--- src/rtl/lcd_image_sequencer_pkg.sv ---
// lcd_defs: shared LCD command codes and sequencer state encodings.
//   LCD_CMD_*  command codes presented on lcd_command
//   state_t    sequencer FSM states
package lcd_defs;

  localparam logic [2:0] LCD_CMD_NOP    = 3'd0;
  localparam logic [2:0] LCD_CMD_WINDOW = 3'd1;
  localparam logic [2:0] LCD_CMD_PIXEL  = 3'd2;

  typedef enum logic [2:0] {
    ST_IDLE   = 3'd0,
    ST_SELECT = 3'd1,
    ST_WINDOW = 3'd2,
    ST_START  = 3'd3,
    ST_STREAM = 3'd4,
    ST_DONE   = 3'd5
  } state_t;

endpackage

--- src/rtl/lcd_image_sequencer_pixel_pack.sv ---
// lcd_pixel_pack: combinational RGB to packed LCD pixel converter.
// Keeps the MSBs of each colour component (truncation) and zero-pads the top.
//   i_red/i_green/i_blue  ColorWidth-bit input components
//   o_pixel               {pad, r, g, b} packed output
module lcd_pixel_pack #(
  parameter int ColorWidth      = 8,
  parameter int PixelRedWidth   = 5,
  parameter int PixelGreenWidth = 6,
  parameter int PixelBlueWidth  = 5,
  parameter int PixelWidth      = 16
) (
  input  logic [ColorWidth-1:0] i_red,
  input  logic [ColorWidth-1:0] i_green,
  input  logic [ColorWidth-1:0] i_blue,
  output logic [PixelWidth-1:0] o_pixel
);

  localparam int PackedWidth = PixelRedWidth + PixelGreenWidth + PixelBlueWidth;

  // Component LSBs are dropped by design; fold them here so they are not flagged as dangling.
  logic w_unused;
  assign w_unused = &{1'b0, i_red, i_green, i_blue};

  always_comb begin
    o_pixel = '0;
    o_pixel[PackedWidth-1:0] = {i_red[ColorWidth-1 -: PixelRedWidth],
                                i_green[ColorWidth-1 -: PixelGreenWidth],
                                i_blue[ColorWidth-1 -: PixelBlueWidth]};
  end

endmodule

--- src/rtl/lcd_image_sequencer.sv ---
// lcd_image_sequencer: walks an enable mask of image channels, issues a
// SetWindow per channel, then streams that channel's pixels as packed words.
//   i_clock/i_reset          clock, async active-high reset
//   i_refresh/i_continuous   pass start pulse, auto-restart mode
//   i_enable, i_win_*        per-channel enable and window geometry
//   i_in_*/o_in_*            per-channel image source handshake
//   o_lcd_*/i_lcd_ready      command stream to the LCD command engine
//   o_busy/o_error/o_pass_count  status
//
// state  | meaning
// IDLE   | waiting for refresh or pending request
// SELECT | pick lowest enabled channel, validate its window
// WINDOW | SetWindow command held until accepted
// START  | pulse in_start for the channel, load pixel count
// STREAM | forward pixels, drain last one, then back to SELECT
// DONE   | count the pass, restart or go idle
module lcd_image_sequencer
  import lcd_defs::*;
#(
  parameter int Channels        = 4,
  parameter int LcdWidth        = 80,
  parameter int LcdHeight       = 50,
  parameter int CoordinateWidth = 9,
  parameter int ColorWidth      = 8,
  parameter int PixelRedWidth   = 5,
  parameter int PixelGreenWidth = 6,
  parameter int PixelBlueWidth  = 5,
  parameter int PixelWidth      = 16,
  parameter int LcdCommandWidth = 3
) (
  input  logic                                  i_clock,
  input  logic                                  i_reset,
  input  logic                                  i_refresh,
  input  logic                                  i_continuous,
  input  logic [Channels-1:0]                   i_enable,
  input  logic [Channels*CoordinateWidth-1:0]   i_win_x,
  input  logic [Channels*CoordinateWidth-1:0]   i_win_y,
  input  logic [Channels*CoordinateWidth-1:0]   i_win_w,
  input  logic [Channels*CoordinateWidth-1:0]   i_win_h,
  input  logic [Channels*3*ColorWidth-1:0]      i_in_data,
  input  logic [Channels-1:0]                   i_in_valid,
  input  logic [Channels-1:0]                   i_in_stop,
  output logic [Channels-1:0]                   o_in_ready,
  output logic [Channels-1:0]                   o_in_start,
  output logic [LcdCommandWidth-1:0]            o_lcd_command,
  output logic [CoordinateWidth-1:0]            o_lcd_x0,
  output logic [CoordinateWidth-1:0]            o_lcd_y0,
  output logic [CoordinateWidth-1:0]            o_lcd_x1,
  output logic [CoordinateWidth-1:0]            o_lcd_y1,
  output logic [PixelWidth-1:0]                 o_lcd_pixel,
  output logic                                  o_lcd_request,
  input  logic                                  i_lcd_ready,
  output logic                                  o_busy,
  output logic [Channels-1:0]                   o_error,
  output logic [15:0]                           o_pass_count
);

  localparam int CW = CoordinateWidth;
  localparam int NW = 2 * CoordinateWidth;
  localparam int IW = (Channels > 1) ? $clog2(Channels) : 1;
  localparam logic [CW:0] W_LIMIT = (CW+1)'(LcdWidth);
  localparam logic [CW:0] H_LIMIT = (CW+1)'(LcdHeight);

  state_t                     r_state, w_state_next;
  logic [Channels-1:0]        r_mask, r_error;
  logic [IW-1:0]              r_chan, w_sel;
  logic                       r_pending, r_accepting;
  logic [CW-1:0]              r_win_w, r_win_h;
  logic [NW-1:0]              r_count;
  logic [15:0]                r_pass_count;
  logic                       r_lcd_request;
  logic [LcdCommandWidth-1:0] r_lcd_command;
  logic [CW-1:0]              r_x0, r_y0, r_x1, r_y1;
  logic [PixelWidth-1:0]      r_pixel;

  logic [CW-1:0]              w_x, w_y, w_w, w_h;
  logic [CW:0]                w_x_end, w_y_end;
  logic                       w_win_bad, w_mask_empty;
  logic                       w_cur_valid, w_cur_stop;
  logic [3*ColorWidth-1:0]    w_cur_data;
  logic [PixelWidth-1:0]      w_pixel;
  logic                       w_out_free, w_take, w_accept, w_pass_start;

  // Lowest set mask bit wins: scan downwards so the last hit is the lowest index.
  always_comb begin
    w_sel = '0;
    w_x   = '0;
    w_y   = '0;
    w_w   = '0;
    w_h   = '0;
    for (int c = Channels - 1; c >= 0; c--) begin
      if (r_mask[c]) begin
        w_sel = c[IW-1:0];
        w_x   = i_win_x[c*CW +: CW];
        w_y   = i_win_y[c*CW +: CW];
        w_w   = i_win_w[c*CW +: CW];
        w_h   = i_win_h[c*CW +: CW];
      end
    end
  end

  // One extra bit so an oversize window cannot wrap and look legal.
  assign w_x_end      = {1'b0, w_x} + {1'b0, w_w};
  assign w_y_end      = {1'b0, w_y} + {1'b0, w_h};
  assign w_win_bad    = (w_w == '0) || (w_h == '0) || (w_x_end > W_LIMIT) || (w_y_end > H_LIMIT);
  assign w_mask_empty = (r_mask == '0);

  always_comb begin
    w_cur_valid = 1'b0;
    w_cur_stop  = 1'b0;
    w_cur_data  = '0;
    for (int c = 0; c < Channels; c++) begin
      if (c[IW-1:0] == r_chan) begin
        w_cur_valid = i_in_valid[c];
        w_cur_stop  = i_in_stop[c];
        w_cur_data  = i_in_data[c*3*ColorWidth +: 3*ColorWidth];
      end
    end
  end

  lcd_pixel_pack #(
    .ColorWidth      (ColorWidth),
    .PixelRedWidth   (PixelRedWidth),
    .PixelGreenWidth (PixelGreenWidth),
    .PixelBlueWidth  (PixelBlueWidth),
    .PixelWidth      (PixelWidth)
  ) u_pack (
    .i_red   (w_cur_data[3*ColorWidth-1 -: ColorWidth]),
    .i_green (w_cur_data[2*ColorWidth-1 -: ColorWidth]),
    .i_blue  (w_cur_data[ColorWidth-1:0]),
    .o_pixel (w_pixel)
  );

  // Output register can take a new pixel when empty or being emptied this cycle.
  assign w_out_free   = !r_lcd_request || i_lcd_ready;
  assign w_take       = (r_state == ST_STREAM) && r_accepting && w_out_free;
  assign w_accept     = w_take && w_cur_valid;
  assign w_pass_start = ((r_state == ST_IDLE) && (i_refresh || r_pending)) ||
                        ((r_state == ST_DONE) && i_continuous);

  always_ff @(posedge i_clock or posedge i_reset) begin
    if (i_reset) r_state <= ST_IDLE;
    else         r_state <= w_state_next;
  end

  always_comb begin
    w_state_next = r_state;
    o_in_ready   = '0;
    o_in_start   = '0;
    case (r_state)
      ST_IDLE:   if (i_refresh || r_pending) w_state_next = ST_SELECT;
      ST_SELECT: begin
        if (w_mask_empty)    w_state_next = ST_DONE;
        else if (!w_win_bad) w_state_next = ST_WINDOW;
      end
      ST_WINDOW: if (i_lcd_ready) w_state_next = ST_START;
      ST_START: begin
        o_in_start[r_chan] = 1'b1;
        w_state_next       = ST_STREAM;
      end
      ST_STREAM: begin
        if (w_take) o_in_ready[r_chan] = 1'b1;
        if (!r_accepting && w_out_free) w_state_next = ST_SELECT;
      end
      ST_DONE:   w_state_next = i_continuous ? ST_SELECT : ST_IDLE;
      default:   w_state_next = ST_IDLE;
    endcase
  end

  always_ff @(posedge i_clock or posedge i_reset) begin
    if (i_reset) begin
      r_mask        <= '0;
      r_error       <= '0;
      r_chan        <= '0;
      r_pending     <= 1'b0;
      r_accepting   <= 1'b0;
      r_win_w       <= '0;
      r_win_h       <= '0;
      r_count       <= '0;
      r_pass_count  <= '0;
      r_lcd_request <= 1'b0;
      r_lcd_command <= LcdCommandWidth'(LCD_CMD_NOP);
      r_x0          <= '0;
      r_y0          <= '0;
      r_x1          <= '0;
      r_y1          <= '0;
      r_pixel       <= '0;
    end else begin
      // Any refresh seen while a pass runs collapses into a single pending request.
      if (r_state == ST_IDLE) r_pending <= 1'b0;
      else if (i_refresh)     r_pending <= 1'b1;

      if (w_pass_start) begin
        r_mask  <= i_enable;
        r_error <= '0;
      end

      case (r_state)
        ST_SELECT: begin
          if (!w_mask_empty) begin
            r_mask[w_sel] <= 1'b0;
            if (w_win_bad) begin
              r_error[w_sel] <= 1'b1;
            end else begin
              r_chan        <= w_sel;
              r_win_w       <= w_w;
              r_win_h       <= w_h;
              r_lcd_request <= 1'b1;
              r_lcd_command <= LcdCommandWidth'(LCD_CMD_WINDOW);
              r_x0          <= w_x;
              r_y0          <= w_y;
              r_x1          <= w_x_end[CW-1:0] - CW'(1);
              r_y1          <= w_y_end[CW-1:0] - CW'(1);
            end
          end
        end
        ST_WINDOW: if (i_lcd_ready) r_lcd_request <= 1'b0;
        ST_START: begin
          r_count     <= NW'(r_win_w) * NW'(r_win_h);
          r_accepting <= 1'b1;
        end
        ST_STREAM: begin
          if (w_accept) begin
            r_pixel       <= w_pixel;
            r_lcd_command <= LcdCommandWidth'(LCD_CMD_PIXEL);
            r_lcd_request <= 1'b1;
            r_count       <= r_count - NW'(1);
            if (w_cur_stop) begin
              r_accepting <= 1'b0;
              if (r_count != NW'(1)) r_error[r_chan] <= 1'b1;
            end else if (r_count == NW'(1)) begin
              // Source still has pixels: stop consuming and flag it.
              r_accepting      <= 1'b0;
              r_error[r_chan]  <= 1'b1;
            end
          end else if (r_lcd_request && i_lcd_ready) begin
            r_lcd_request <= 1'b0;
          end
        end
        ST_DONE: r_pass_count <= r_pass_count + 16'd1;
        default: ;
      endcase
    end
  end

  assign o_lcd_command = r_lcd_command;
  assign o_lcd_x0      = r_x0;
  assign o_lcd_y0      = r_y0;
  assign o_lcd_x1      = r_x1;
  assign o_lcd_y1      = r_y1;
  assign o_lcd_pixel   = r_pixel;
  assign o_lcd_request = r_lcd_request;
  assign o_busy        = (r_state != ST_IDLE);
  assign o_error       = r_error;
  assign o_pass_count  = r_pass_count;

endmodule

--- config.mk ---
export PLATFORM = sky130hd
export DESIGN_NAME = lcd_image_sequencer
export DESIGN_NICKNAME = d
export VERILOG_FILES = /design/src/rtl/lcd_image_sequencer_pkg.sv /design/src/rtl/lcd_image_sequencer_pixel_pack.sv /design/src/rtl/lcd_image_sequencer.sv
export SDC_FILE = /design/constraint.sdc
export NUM_CORES = 1
export LEC_CHECK = 0
export ABC_AREA = 1
export BUFFER_PORTS_ARGS = -buffer_cell sky130_fd_sc_hd__buf_2
export CORE_MARGIN = 3
export CORE_UTILIZATION = 33
export DETAILED_ROUTE_END_ITERATION = 8
export PLACE_DENSITY = 0.6
export SLEW_MARGIN = 20
export SYNTH_ARGS = -nofsm -noshare
export SYNTH_HDL_FRONTEND = slang
export SYNTH_SLANG_ARGS = --single-unit
--- constraint.sdc ---
create_clock -name i_clock -period 4.35 [get_ports i_clock]
set_input_delay 1.305 -clock i_clock [delete_from_list [all_inputs] [get_ports i_clock]]
set_output_delay 1.305 -clock i_clock [all_outputs]
set_load 0.005 [all_outputs]
Word-level counts from Yosys, hierarchy flattened. Index checks and enable logic that the tools add are counted.

$add $sub $neg: 6. $mul: 1. Div/mod/pow operators: 0. $lt $le $gt $ge: 6. Equal/unequal tests: 19. Shift operators: 0. Mux-type cells: 75. Bitwise logic cells: 6. Reductions and logical operators: 34.

Operator list (count): 9-bit 2-to-1 mux (16); 24-bit 2-to-1 mux (4); 4-bit 2-to-1 mux (13); 18-bit one-hot mux with 2 select lines (1); 3-bit 2-to-1 mux (8); 1-bit 2-to-1 mux (21); 9-bit by 9-bit adder with 10-bit output (2); 18-bit by 1-bit equality test with 1-bit output, second input constant (1); 9-bit zero test (2); 9-bit by 9-bit multiplier with 18-bit output (1); 18-bit 2-to-1 mux (1); 18-bit by 1-bit != test with 1-bit output, second input constant (1); 3-bit one-hot mux with 6 select lines (1); 18-bit by 1-bit subtractor with 18-bit output, second input constant (1); 9-bit by 1-bit subtractor with 9-bit output, second input constant (2); 16-bit by 1-bit adder with 16-bit output, second input constant (1); 10-bit by 6-bit greater-than comparator with 1-bit output, second input constant (1); 10-bit by 7-bit greater-than comparator with 1-bit output, second input constant (1); 1-bit logical AND (9); 2-bit 2-to-1 mux (4); 2-bit != test, second input constant (4); 4-bit OR (2); 4-bit one-hot mux with 2 select lines (1); 4-bit AND reduction (2); other kinds (27) (47).

Register bits: 123. Latch bits: 0. Memory bits (writable): 0. Bits in read-only memories: 0. Bits of input ports: 257. Output and inout port bits: 85. Memories: 0.

Logic depth before layout (Yosys ltp).
Depth after elaboration: 12. Mapped depth: 26. Gate-level depth less buffers: 22.

Hierarchy. Synthesis repeated with hierarchy kept, for this count alone.

Cells, all modules: 1725. Area, all modules: 11756.3 um2.

By module, submodules not included: lcd_image_sequencer (times used 1, cells each 1709, area an instance 11636.2 um2, seq. area each 3052.9 um2); lcd_pixel_pack (times used 1, cells each 16, area an instance 120.1 um2, seq. area each 0.0 um2).

Worst setup path after synthesis. Ideal clock, no wire load.

Path type: flip-flop to flip-flop. From: reg r_win_h[2]. To: reg r_count[14]. Arrival time: 4.257 ns. Data required time: 4.268 ns. Path slack: 0.011 ns. Cell stages (with the launch flop): 22. Path buffers: 1. Period minus slack after synthesis: 4.339 ns. Cells stage by stage: dfrtp_1 -> clkbuf_1 -> nand2_1 -> fa_1 -> inv_1 -> fa_1 -> inv_1 -> fa_1 -> fa_1 -> inv_1 -> ha_1 -> inv_1 -> o21bai_1 -> nor2_1 -> o21ai_0 -> nand2_1 -> nand2_1 -> a21oi_1 -> or2_2 -> nand2_1 -> nor2_1 -> o22ai_1.

Word-level cells in the longest chain between the ends: 2.

Ends and longest elaborated chain: from (decl) (line lcd_image_sequencer.sv:68) `logic [CW-1:0] r_win_w, r_win_h;`; from (signal assigned) (line lcd_image_sequencer.sv:207) `r_win_h <= w_h;`; 9-bit by 9-bit multiplier with 18-bit output (line lcd_image_sequencer.sv:219) `r_count <= NW'(r_win_w) * NW'(r_win_h);`; 18-bit one-hot mux with 2 select lines (line lcd_image_sequencer.sv:198) `case (r_state)`; to (signal assigned) (line lcd_image_sequencer.sv:219); to (signal assigned) (line lcd_image_sequencer.sv:227) `r_count <= r_count - NW'(1);`; to (decl) (line lcd_image_sequencer.sv:69) `logic [NW-1:0] r_count;`.

Every way passes these cells. A chain may end at the register's enable or synchronous reset.

Worst setup path in the final report.
From: reg r_win_w[6]. To: reg r_count[14].

Word-level cells in the longest chain between the ends: 2.

Ends and longest elaborated chain: from (decl) (line lcd_image_sequencer.sv:68); from (signal assigned) (line lcd_image_sequencer.sv:206) `r_win_w <= w_w;`; 9-bit by 9-bit multiplier with 18-bit output (line lcd_image_sequencer.sv:219); 18-bit one-hot mux with 2 select lines (line lcd_image_sequencer.sv:198).

Every way passes these cells.

==> flow_summary_export.csv <==
group,metric,value,unit
die,die-area,36700,um2
place,dp_cells,2423,
grt,grt_pass1_wl,59500,um
clocking,clock_sinks,122,
die,die-width,192,um
critical_path,path_max_fanout,3,
hold_path,whs_path_depth,2,
timing,rsz0062_at_grt,"yes",
synthesis,synth_edf_count,0,
die,start_util,0.337,
timing,period_share,0.961,
timing,period_minus_slack,4.18,ns
finish,drive_gt1_frac,0.247,
critical_path,crit_top_cell,"fa_1",
place,place_congestion,0.900,
place,hpwl,30400,um
synthesis,synth_area_per_cell,6.81,um2
die,ios,342,
grt,grt_pass1_vias,11695,
critical_path,required,4.69,ns
hold_path,hold_path_class,"reg -> reg",
finish,fillers,3541,
route,wire_per_inst,15.4,um
clocking,cts_root_buffer,"clkbuf_16",
finish,nets,2372,
clocking,postCtsHoldBufs,0,
timing,final_max_slew_viol_count,0,
critical_path,cp_top_family,"adder cells",
timing,hold_violations,0,
clocking,cts.path.max_buffers,2,
route,dr_total_vias,12023,
synthesis,synthDistinctLibCells,49,
route,drt_iter0_markers,723,
timing,whs,0.466,ns
finish,fin_cells,2461,
grt,grt_max_degree,123,
timing,worstMarginPinSlew,0.717,ns
timing,setup_viol,0,
route,ant_nets,0,
pwr,irDropWorstVdd,444,uV
die,num_rows,67,
grt,grt.total_usage,0.203,
clocking,clk_latency,0.44,ns
pwr,power.leakage,8.34,nW
synthesis,synth_area,11400,um2
critical_path,startpoint_type,"flip-flop",
timing,relSlewSlack,0.522,
finish,register_area,3060,um2
grt,grt.overflow.total,0,
critical_path,cp_slowest_stage_delay,0.53,ns
die,die_h,192,um
critical_path,timing.critical_path.buf_inv,5,
critical_path,cp_cell_sequence,"buf_4 -> nand2_1 -> fa_1 -> inv_1 -> fa_1 -> inv_2 -> fa_1 -> fa_1 -> inv_2 -> ha_4 -> inv_1 -> o21bai_1 -> nor2_2 -> o21ai_2 -> nand2_1 -> nand2_2 -> a21oi_2 -> or2_4 -> nand2_2 -> nor2_1 -> o22ai_1",
critical_path,critPathCaptureType,"flip-flop",
place,dp_slack,-0.0999,ns
finish,final_util,0.434,
route,drc,0,
synthesis,synth_flop_cell,"dfrtp_1",
synthesis,synth_seq_area_share,0.269,
clocking,tritoncts,"yes",
finish,multi_input_area,7120,um2
finish,area_delta_synth_final,28.7,%
route,postRouteWirelength,37900,um
route,drt-vias-per-instance,4.89,
finish,mostFrequentLayoutCell,"nand2_1",
die,coreArea,33700,um2
finish,layout_common_cells,"491 x nand2_1, 308 x buf_2, 249 x inv_1",
timing,skew,0.0204,ns
finish,diodes,0,
synthesis,yosysWarnings,0,
synthesis,syn_inst,1668,
clocking,cts.htree.levels,4,
critical_path,cp.arrival,4.52,ns
critical_path,cp_slowest_cell,"fa_1",
synthesis,async_flop_share,1.00,
grt,antenna_found_initial,0,
critical_path,rr_worst_depth,21,
place,port_buffers,308,
run_status,status,"complete, no violations",
pwr,p_per_area,756,nW/um2
synthesis,ys_seq_elements,122,
critical_path,worstSetupPathType,"reg -> reg",
clocking,numCtsBuffers,17,
synthesis,syn_nets,2040,
route,first_pass_iters,5,
run,maxCapViolCount,0,
timing,layout_setup_ws,0.168,ns
critical_path,crit_cells,21,
timing,fmax,239,MHz
clocking,cts.clk_slew.worst_paths,0.07,ns
[path summary, 6_finish.rpt]
path / from / endpoint / slack, ns
max: r_win_w[6]$_DFFE_PP0P_ / r_count[14]$_DFFE_PP0P_ / 0.17
min: o_lcd_y0[5]$_DFFE_PP0P_ / o_lcd_y0[5]$_DFFE_PP0P_ / 0.47
max reg2reg: r_win_w[6]$_DFFE_PP0P_ / r_count[14]$_DFFE_PP0P_ / 0.17
min reg2reg: o_lcd_y0[5]$_DFFE_PP0P_ / o_lcd_y0[5]$_DFFE_PP0P_ / 0.47
max in group asynchronous: i_reset / r_win_h[7]$_DFFE_PP0P_ / 2.66
min in group asynchronous: i_reset / o_pass_count[14]$_DFFE_PP0N_ / 1.06
[layout make-up]
type / count / share of cell area
multi-input cells: 1199 / 0.487
flip-flops and latches: 122 / 0.209
repair buffers: 396 / 0.156
inverters: 264 / 0.0680
well taps: 448 / 0.0383
clock buffers: 18 / 0.0293
clock inverters: 14 / 0.0127
[sequential cells by signal, summed over array words and instances (netlist names), 9 cells and up]
signal        count
r_count          18
r_win_w           9
o_lcd_x0          9
r_win_h           9
o_lcd_x1          9
o_pass_count     16
o_lcd_y1          9
o_lcd_pixel      16
o_lcd_y0          9
[synthesized netlist by cell type (2+ instances only)]
cell type	instances	area, um2
buf_2	19	95.1
o22ai_1	14	87.6
nand4_1	65	407
nand3b_1	7	52.6
nand3_1	108	541
o21bai_1	3	22.5
a221oi_1	11	96.3
inv_1	259	972
a22oi_1	8	60.1
and3_1	3	18.8
fa_1	52	1040
or2_2	5	31.3
a31oi_1	10	62.6
xor2_1	30	263
o2111ai_1	2	17.5
buf_4	6	45.0
nand2_2	3	18.8
ha_1	63	788
buf_1	3	11.3
o221ai_1	2	17.5
nor2_2	2	12.5
nand2_1	500	1880
xnor2_1	8	70.1
o21a_1	2	15.0
a21o_1	2	15.0
a21oi_1	54	270
dfrtp_1	122	3050
nor2_1	125	469
o21ai_0	70	350
or2_1	2	12.5
a211oi_1	3	22.5
inv_2	4	15.0
o211ai_1	15	113
nor3_1	19	95.1
clkbuf_1	50	188
buf_6	4	45.0
[logic make-up (layout without fill, tap and decap cells)]
| family | after synthesis | after routing | synth area share |
|---|---|---|---|
| and+or+nand+nor | 843 | 843 | 0.313 |
| DFF | 122 | 122 | 0.269 |
| xor gates and xnor gates | 39 | 39 | 0.0307 |
| AOI/OAI and AO/OA | 201 | 201 | 0.104 |
| adders and majority gates | 115 | 115 | 0.161 |
| buffers and inverters | 347 | 692 | 0.121 |
| other | 1 | 1 | 0.000330 |
[power by group]
part | total (W) | internal (W) | leakage (nW) | switching, W
clock network | 0.00153 | 0.000916 | 0.290 | 0.000610
logic | 0.00764 | 0.00269 | 6.44 | 0.00496
registers | 0.00190 | 0.00155 | 1.61 | 0.000343
[metrics by stage]
step	total power (W)	TNS, ns	instance area (um2)
after floorplan	0.00694	0	11400
after global placement	0.00927	-0.0952	13800
after detailed placement	0.00939	-1.60	13800
after CTS	0.0110	0	14400
after global routing	0.0121	-0.0326	14600
final	0.0111	0	14600
[layer usage]
| layer | up-vias | global-route usage | part of all wire |
|---|---|---|---|
| met5 | - | 0 | 0 |
| met3 | 38 | 0.0279 | 0.047 |
| met2 | 352 | 0.368 | 0.51 |
| li1 | 5980 | - | - |
| met4 | 0 | 0.0598 | 0.024 |
| met1 | 5653 | 0.250 | 0.42 |
[worst min-delay path, delay by kind of cell, from the launching register on]
family	cells	cell delay [ns]
flip-flops	1	0.34
AND/OR/NAND/NOR	2	0.10
[timing repair]
action | in CTS | in global routing
pin swaps | 1 | 31
cloned | 0 | 0
endpoints found under the setup margin | 7 | 40
gates resized for setup | 9 | 55
buffers inserted | 1 | 5
No activity file was read; power rests on OpenSTA's default activity.
